**config.mk**
```make
export PLATFORM = sky130hd
export DESIGN_NAME = ppg_triangle_gen
export DESIGN_NICKNAME = d
export VERILOG_FILES = /design/src/rtl/ppg_triangle_gen.sv
export SDC_FILE = /design/constraint.sdc
export NUM_CORES = 1
export LEC_CHECK = 0
export ABC_AREA = 1
export ABC_CLOCK_PERIOD_IN_PS = 1800
export CORE_UTILIZATION = 45
export CTS_CLUSTER_DIAMETER = 50
export DETAILED_ROUTE_END_ITERATION = 16
export DONT_BUFFER_PORTS = 1
export PLACE_DENSITY = 0.59
export SYNTH_ARGS = -nofsm -noshare
export SYNTH_HDL_FRONTEND = slang
export SYNTH_SLANG_ARGS = --single-unit
```
**constraint.sdc**
```tcl
create_clock -name CLK -period 1.8 [get_ports CLK]
set_clock_uncertainty 0.2 [all_clocks]
set_input_delay 0.45 -clock CLK [delete_from_list [all_inputs] [get_ports CLK]]
set_output_delay 0.45 -clock CLK [all_outputs]
set_load 0.03 [all_outputs]
```
**src/rtl/ppg_triangle_gen.sv**
```systemverilog
// Pulsatile component generator: a symmetric triangle that steps by one
// every STEP_DIV clocks, climbing from 0 to AC_AMP and back down again.
module ppg_triangle_gen #(
    parameter int AC_AMP   = 40,
    parameter int STEP_DIV = 100
) (
    input  logic       CLK,
    input  logic       rst,
    output logic [7:0] ac
);

    logic [15:0] presc;
    logic        dir_down;

    // Prescaler wrap advances the triangle; direction flips at the extremes
    always_ff @(posedge CLK) begin
        // NOTE: sequential state uses non-blocking assignments so every
        // register samples the values from before this clock edge.
        if (rst) begin
            presc    <= '0;
            ac       <= '0;
            dir_down <= 1'b0;
        end else if (presc == 16'(STEP_DIV - 1)) begin
            presc <= '0;
            if (dir_down) begin
                ac <= ac - 8'd1;
                if (ac == 8'd1) dir_down <= 1'b0;
            end else begin
                ac <= ac + 8'd1;
                if (ac == 8'(AC_AMP - 1)) dir_down <= 1'b1;
            end
        end else begin
            presc <= presc + 16'd1;
        end
    end

endmodule

```
==> flow_metrics.tcl, run 1 <==
set metrics [dict create \
    cap_viol_max_count 0 \
    synth-xor-area-share_pct 4.03 \
    worst_pin_slew_ns 0.334 \
    synth_top_family_by_area "simple AND/OR/NAND/NOR gates" \
    finalSetupViolations 0 \
    finalCritPeriodShare_pct 90.4 \
    initial_core_util_pct 48.6 \
    muxShareOfSynthArea_pct 0 \
    cts-root-buf "clkbuf_4" \
    clkSlewWorstSetupHoldPaths_ns 0.13 \
    leakagePower_uw 0.000683 \
    critPathBufInv 1 \
    layout_common_cells "nand2_1, nor2_1, dfxtp_1, inv_1, nand3_1" \
    vias_per_cell 5.01 \
    critPathMaxStageDelay_ns 0.43 \
    synthAdderAreaFrac_pct 3.29 \
    peakVddDrop_mv 0.259 \
    max_freq_mhz 615 \
    power.share.clock_pct 30.4 \
    area.growth.synth_to_final_pct 9.96 \
    p_sw_uw 199 \
    syn_area_um2 1520 \
    path_delay_family "flip-flops" \
    syn_nets 234 \
    core_um2 3130 \
    period_needed_ns 1.63 \
    grt_overflow 0 \
    worst_skew_pair.late_latency_ns 0.33 \
    postCtsSetupRepairBufs 0 \
    synth_cell_type_count 24 \
    cp.arrival_ns 0.98 \
    layout_commonest_cell "nand2_1" \
    grt_pass1_wl_mm 5.60 \
    grt_use_total_pct 20.4 \
    power_frac_comb_pct 4.0 \
    antenna_left 0 \
    via_count 1417 \
    worstPathMaxFanout 5 \
    first_global_vias 1275 \
    dieHeight_um 60.1 \
    slowest_stage "dfxtp_1" \
    intPower_uw 661 \
    status "complete, no violations" \
    max-slew-margin-rel_pct 77.7 \
    place_area_um2 1630 \
    synth.yosys.seq_area_share_pct 32.9 \
    die_x_um 60.1 \
    power.density_nw_per_um2 514 \
    cts_tree "done" \
    hpwl_mm 2.54 \
    io_buffer_count 0 \
    rsz0062_at_grt "false" \
    cts-buffers-inserted 3 \
    startpoint_type "flip-flop" \
    synth-simple-area-share_pct 41.9 \
    post_drt_wl_per_cell_um 11.6 \
    hold_class "primary input to flip-flop" \
    grt_max_degree 17 \
    avgSynthCellArea_um2 6.67 \
    place_ws_ns 0.156 \
    dieArea_um2 3610 \
    drtIter0Drc 71 \
    hold_violations 0 \
    insertedDiodeCount 0 \
    drive_gt1_share_pct 13.8 \
    setup-tns-final_ns 0 \
    synth_compound_area_share_pct 8.23 \
    io_pins 10 \
    fin_util_pct 53.4 \
    swShare_pct 23.2 \
    clock_sinks 25 \
    r2r_slack_ns 0.19 \
    synth_edf_count 0 \
    fin_nets 246 \
    drc_errors 0 \
    drt_pass1_iterations 4 \
    cp.required_ns 1.15 \
    final_area_um2 1670 \
    synth-warning-count 0 \
    synth_ff_type "dfxtp_1" \
    setup_ws_ns 0.173 \
    crit_path_end_kind "output port" \
    antenna_found_initial 0 \
    wl_mm 3.29 \
    fp-row-count 20 \
    power_frac_seq_pct 65.7 \
    synthArstFlopShare_pct 0 \
    path_cells "buf_4" \
    htreeDepth 1 \
    synthCells 228 \
    synth_seq_cells 25 \
    cts_buffer_depth 2 \
    slew_violations 0 \
    routabilityCongestion 0.851 \
    critPathKind "flip-flop to output port" \
]
## state kept, by name, indices dropped and copies added, names as in the netlist
register / count
presc: 16
dir_down: 1
ac: 8
## cells by family (layout without fill, tap and decap cells)
family          Yosys count  after routing
buf+inv                  31             42
compound gates           24             24
xor+xnor                  7              7
simple gates            137            137
fa+ha+maj                 4              4
flops                    25             25
## cell type report
class,instances,area [µm²]
clock buffers,4,26.3
multi-input cells,172,881
well taps,44,55.1
repair buffers,12,105
inverters,26,103
fillers,315,1460
flip-flops and latches,25,502
## Yosys cell counts (3+ instances only)
cell type | number | share of area, %
nand2_1 | 52 | 13
nor2_1 | 41 | 10
dfxtp_1 | 25 | 33
inv_1 | 24 | 5.9
nand3_1 | 18 | 5.9
a21oi_1 | 14 | 4.6
nand4_1 | 9 | 3.7
o21ai_0 | 8 | 2.6
nor2_4 | 5 | 3.7
ha_1 | 4 | 3.3
xor2_1 | 4 | 2.3
buf_6 | 3 | 2.2
nor3_1 | 3 | 0.99
or2_2 | 3 | 1.2
xnor2_1 | 3 | 1.7
## power groups by stage
stage	clock network, µW	registers [µW]	logic (µW)
after floorplan	0	575	23.2
after global placement	0	576	31.1
after detailed placement	0	576	31.5
after CTS	263	564	33.8
after global routing	295	566	38.7
final	261	565	34.1
## stage by stage
stage	total power [µW]	cells	hold slack, ns
after floorplan	598	228	0.229
after detailed placement	608	278	0.253
final	860	283	0.231
after CTS	861	283	0.226
after global placement	607	278	0.246
after global routing	899	283	0.231
## final timing paths
check / from / endpoint / cells past startpoint
setup / recovery: ac[2] / ac[2] / 1
hold / removal: rst / ac[4] / 3
setup reg to reg: ac[0] / ac[2] / 8
hold reg to reg: presc[0] / presc[0] / 1
## routing by layer
| layer | vias to the layer above | GRT usage (%) | share of wire (%) |
|---|---|---|---|
| met5 | - | 0 | 0 |
| met4 | 0 | 6.98 | 0.88 |
| met3 | 4 | 2.60 | 3.1 |
| met2 | 21 | 28.6 | 41 |
| met1 | 643 | 31.3 | 55 |
| li1 | 749 | - | - |
## timing repair
action                                 CTS  global route
setup endpoints to repair                0            22
gates resized for setup                  0             5
endpoints found under the hold margin    2             0
hold buffers                             1             0
No activity file was read; power rests on OpenSTA's default activity.
==> run 2: changes to the inputs <==
--- a/config.mk
+++ b/config.mk
@@ -11,6 +11,7 @@
 export CTS_CLUSTER_DIAMETER = 50
 export DETAILED_ROUTE_END_ITERATION = 16
 export DONT_BUFFER_PORTS = 1
+export MAX_ROUTING_LAYER = met4
 export PLACE_DENSITY = 0.59
 export SYNTH_ARGS = -nofsm -noshare
 export SYNTH_HDL_FRONTEND = slang
==> run 2 against run 1 <==
Effect of this change: flip-flop and latch count unchanged; register-to-register slack about the same; maximum frequency down 0.20%; highest routed layer unchanged; cell count unchanged; sequential power about the same; worst hold slack worse by 0.0030 ns; combinational power about the same.
==> flow_metrics.tcl, run 2 (synthesized netlist as in run 1, its figures left out) <==
set metrics [dict create \
    status "complete, no violations" \
    hold_depth 3 \
    grt_use_total_pct 21.1 \
    cts_buffer_depth 2 \
    insertedDiodeCount 0 \
    reg_top3 "presc x16, ac x8, dir_down x1" \
    worstPathMaxFanout 5 \
    layout_commonest_cell "nand2_1" \
    finalSetupViolations 0 \
    place_area_um2 1630 \
    grt_max_degree 17 \
    hold_path_startpoint "rst" \
    htreeDepth 1 \
    slowest_stage "dfxtp_1" \
    postCtsSetupRepairBufs 0 \
    power.density_nw_per_um2 514 \
    worst_pin_slew_ns 0.334 \
    finalCritPeriodShare_pct 90.6 \
    drc_errors 0 \
    io_pins 10 \
    intPower_uw 661 \
    cts_tree "done" \
    max-slew-margin-rel_pct 77.7 \
    power.share.clock_pct 30.3 \
    hold_violations 0 \
    worst_skew_pair.late_latency_ns 0.33 \
    max_freq_mhz 613 \
    cp.required_ns 1.15 \
    grt_overflow 0 \
    fp-row-count 20 \
    dieHeight_um 60.1 \
    worstRegToRegCells 8 \
    drive_gt1_share_pct 13.8 \
    hold_class "primary input to flip-flop" \
    cts-buffers-inserted 3 \
    period_needed_ns 1.63 \
    die_x_um 60.1 \
    hpwl_mm 2.54 \
    setup-tns-final_ns 0 \
    path_delay_family "flip-flops" \
    leakagePower_uw 0.000683 \
    clock_sinks 25 \
    post_drt_wl_per_cell_um 11.5 \
    layout_common_cells "nand2_1, nor2_1, dfxtp_1, inv_1, nand3_1" \
    antenna_found_initial 0 \
    r2r_slack_ns 0.19 \
    rr_startpoint "ac[0]" \
    top_register "presc" \
    dieArea_um2 3610 \
    slew_violations 0 \
    cts-root-buf "clkbuf_4" \
    power_frac_seq_pct 65.7 \
    swShare_pct 23.1 \
    area.growth.synth_to_final_pct 9.96 \
    first_global_vias 1272 \
    startpoint_type "flip-flop" \
    cp.arrival_ns 0.98 \
    critPathMaxStageDelay_ns 0.43 \
    power_frac_comb_pct 4.0 \
    wl_mm 3.27 \
    grt_pass1_wl_mm 5.61 \
    crit_path_end_kind "output port" \
    critPathBufInv 1 \
    antenna_left 0 \
    p_sw_uw 199 \
    hold-path-endpoint "ac[4]" \
    r2r-end "ac[2]" \
    vias_per_cell 5.00 \
    routabilityCongestion 0.864 \
    drt_pass1_iterations 4 \
    rsz0062_at_grt "false" \
    final_area_um2 1670 \
    initial_core_util_pct 48.6 \
    peakVddDrop_mv 0.261 \
    core_um2 3130 \
    critPathKind "flip-flop to output port" \
    cap_viol_max_count 0 \
    via_count 1416 \
    clkSlewWorstSetupHoldPaths_ns 0.13 \
    io_buffer_count 0 \
    largest_register_ffs 16 \
    path_cells "buf_4" \
    drtIter0Drc 69 \
    fin_nets 246 \
]
[run 2: cell counts in the layout (fill, tap and decap cells not counted)]
No cell type changed its count.
[run 2: power by group through the flow]
stage               logic, µW  clock network (µW)  registers [µW]
floorplan                23.2                   0             575
global placement         31.1                   0             576
detailed placement       31.5                   0             576
CTS                      33.8                 263             564
global route             38.7                 297             566
finish                   34.1                 261             565
[run 2: worst max path at each step]
stage,start,end,slack [ns],cells after the start
after floorplan,ac[0],ac[2],0.13,8
after global placement,presc[0],presc[2],0.17,7
after detailed placement,presc[0],presc[4],0.16,7
after CTS,presc[0],ac[4],0.14,9
after global routing,presc[1],ac[3],0.005,9
final,ac[2],ac[2],0.17,1
[run 2: area by class of cell]
cell class / instances / area (µm²)
Timing Repair Buffer: 12 / 105
Multi-Input combinational cell: 172 / 881
Clock buffer: 4 / 26.3
Sequential cell: 25 / 502
Fill cell: 315 / 1460
Inverter: 26 / 103
Tap cell: 44 / 55.1
[run 2: per-stage QoR]
stage	instances	hold WS, ns	total power, µW	utilization, %	worst slack (ns)
finish	283	0.228	860	53.4	0.170
CTS	283	0.226	861	53.2	0.138
detailed placement	278	0.253	608	52.0	0.156
global placement	278	0.246	607	52.0	0.168
floorplan	228	0.229	598	-	0.135
global route	283	0.226	902	53.4	0.00511
[run 2: per-layer routing]
metal	GRT usage (%)	part of all wire (%)	vias up
li1	-	-	748
met1	31.3	54	645
met2	28.6	42	19
met3	3.25	3.0	4
met4	6.98	0.83	0
met5	-	0	-
[run 2: what timing repair did]
item	CTS	global route
hold endpoints to repair	2	0
resized for setup	0	5
hold buffers	1	0
endpoints found under the setup margin	0	22
==> run 3: changes to the inputs <==
==> constraint.sdc (replaced) <==
create_clock -name CLK -period 1.8 [get_ports CLK]
set_clock_uncertainty 0.2 [all_clocks]
set_input_delay 0.45 -clock CLK [delete_from_list [all_inputs] [get_ports CLK]]
set_output_delay 0.45 -clock CLK [all_outputs]
set_load 0.05 [all_outputs]
==> run 3 against run 2 <==
Effect of this change: sequential share of layout area grew 0.36 points; non-clock buffer count shrank 1; wire length shrank 1.6%; maximum frequency shrank 1.8%; combinational power shrank 9.1%; highest routed layer unchanged.
==> flow_metrics.tcl, run 3 (synthesized netlist as in run 1, its figures left out) <==
set metrics [dict create \
    top_register "presc" \
    htreeDepth 1 \
    drc_errors 0 \
    routabilityCongestion 0.891 \
    fin_nets 245 \
    dieArea_um2 3610 \
    highest_layer "met4" \
    largest_register_ffs 16 \
    cts_tree "done" \
    grt_overflow 0 \
    cap_viol_max_count 0 \
    cts_buffer_depth 2 \
    dr_wl_met2_mm 1.32 \
    place_area_um2 1610 \
    power.density_nw_per_um2 519 \
    leakagePower_uw 0.000673 \
    wl_mm 3.21 \
    worst_skew_pair.late_latency_ns 0.32 \
    area.growth.synth_to_final_pct 9.47 \
    p_sw_uw 207 \
    hold_class "flip-flop to flip-flop" \
    cts-root-buf "clkbuf_4" \
    path_delay_family "flip-flops" \
    drive_gt1_share_pct 14.7 \
    final_area_um2 1660 \
    intPower_uw 656 \
    startpoint_type "flip-flop" \
    die_x_um 60.1 \
    antenna_left 0 \
    via_count 1391 \
    crit_cells 1 \
    peakVddDrop_mv 0.306 \
    slowest_stage "dfxtp_1" \
    worstPathMaxFanout 6 \
    clock_sinks 25 \
    fp-row-count 20 \
    cp.arrival_ns 1.01 \
    dieHeight_um 60.1 \
    dp.cells 277 \
    finalSetupViolations 0 \
    critPathBufInv 1 \
    clkSlewWorstSetupHoldPaths_ns 0.15 \
    post_drt_wl_per_cell_um 11.4 \
    multiInputGateArea_um2 886 \
    layout_common_cells "nand2_1, nor2_1, inv_1, dfxtp_1, nand3_1" \
    core_um2 3130 \
    antenna_found_initial 0 \
    io_pins 10 \
    slew_violations 0 \
    period_needed_ns 1.66 \
    fillCellCount 346 \
    swShare_pct 24.0 \
    grt_pass1_wl_mm 5.60 \
    grt_use_total_pct 20.7 \
    hold_violations 0 \
    fin_util_pct 53.2 \
    regArea_um2 505 \
    drtIter0Drc 74 \
    grt_max_degree 18 \
    status "complete, no violations" \
    cts-buffers-inserted 3 \
    cp.required_ns 1.15 \
    power_frac_comb_pct 3.6 \
    worst_pin_slew_ns 0.361 \
    setup-tns-final_ns 0 \
    reg_top3 "presc x16, ac x8, dir_down x1" \
    initial_core_util_pct 48.6 \
    power.share.clock_pct 31.0 \
    critPathKind "flip-flop to output port" \
    fin_cells 282 \
    layout_commonest_cell "nand2_1" \
    insertedDiodeCount 0 \
    crit_path_end_kind "output port" \
    worstRegToRegCells 9 \
    vias_per_cell 4.93 \
    drt-met1-wl_mm 1.76 \
    finalCritPeriodShare_pct 92.3 \
    power_frac_seq_pct 65.4 \
    drt_pass1_iterations 4 \
    hold_depth 1 \
    io_buffer_count 0 \
    critPathMaxStageDelay_ns 0.45 \
    hpwl_mm 2.50 \
    first_global_vias 1258 \
    max-slew-margin-rel_pct 75.9 \
    rsz0062_at_grt "false" \
    wl_met3_um 115 \
    max_freq_mhz 602 \
    path_cells "buf_4" \
]
run 3: changes by cell type in the layout (fill, tap and decap cells not counted):
cell	change
dfxtp_1	-3
dfxtp_2	+3
buf_12	-1
clkbuf_1	-1
clkinvlp_4	+1
inv_1	+1
inv_2	-1
nand2_2	-1
nand2_4	+1
run 3: area by class of cell:
type / instances / share of cell area, %
clock buffers: 3 / 1.35
repair buffers: 11 / 5.11
flip-flops and latches: 25 / 30.4
inverters: 26 / 6.17
multi-input cells: 172 / 53.2
well taps: 44 / 3.31
clock inverters: 1 / 0.451
run 3: per-layer routing:
layer	track usage [%]	up-vias
met5	-	-
met4	5.98	0
met3	1.95	2
met2	28.4	22
met1	31.4	613
li1	-	754
run 3: worst paths after layout:
path               to      from  slack [ns]
max             ac[6]     ac[6]        0.14
max reg2reg     ac[4]     ac[0]        0.17
min reg2reg  presc[0]  presc[0]        0.25
min          presc[0]  presc[0]        0.25
run 3: what timing repair did:
item	CTS	global route
hold buffers	1	0
endpoints found under the setup margin	0	21
setup buffers	0	0
endpoints found under the hold margin	2	0
resized for setup	0	6
run 3: through the flow:
stage / worst slack [ns] / hold WS [ns] / total power, µW
global placement: 0.116 / 0.244 / 602
finish: 0.139 / 0.250 / 863
detailed placement: 0.0451 / 0.271 / 604
global route: 0.00652 / 0.271 / 904
CTS: 0.0268 / 0.248 / 879
floorplan: 0.0148 / 0.229 / 598
run 3: power groups by stage:
stage               Combinational [µW]  Clock [µW]  Sequential (µW)
floorplan                         23.2           0              575
global placement                  26.7           0              576
detailed placement                27.8           0              576
CTS                               30.2         285              564
global route                      34.5         304              566
finish                            31.0         268              564
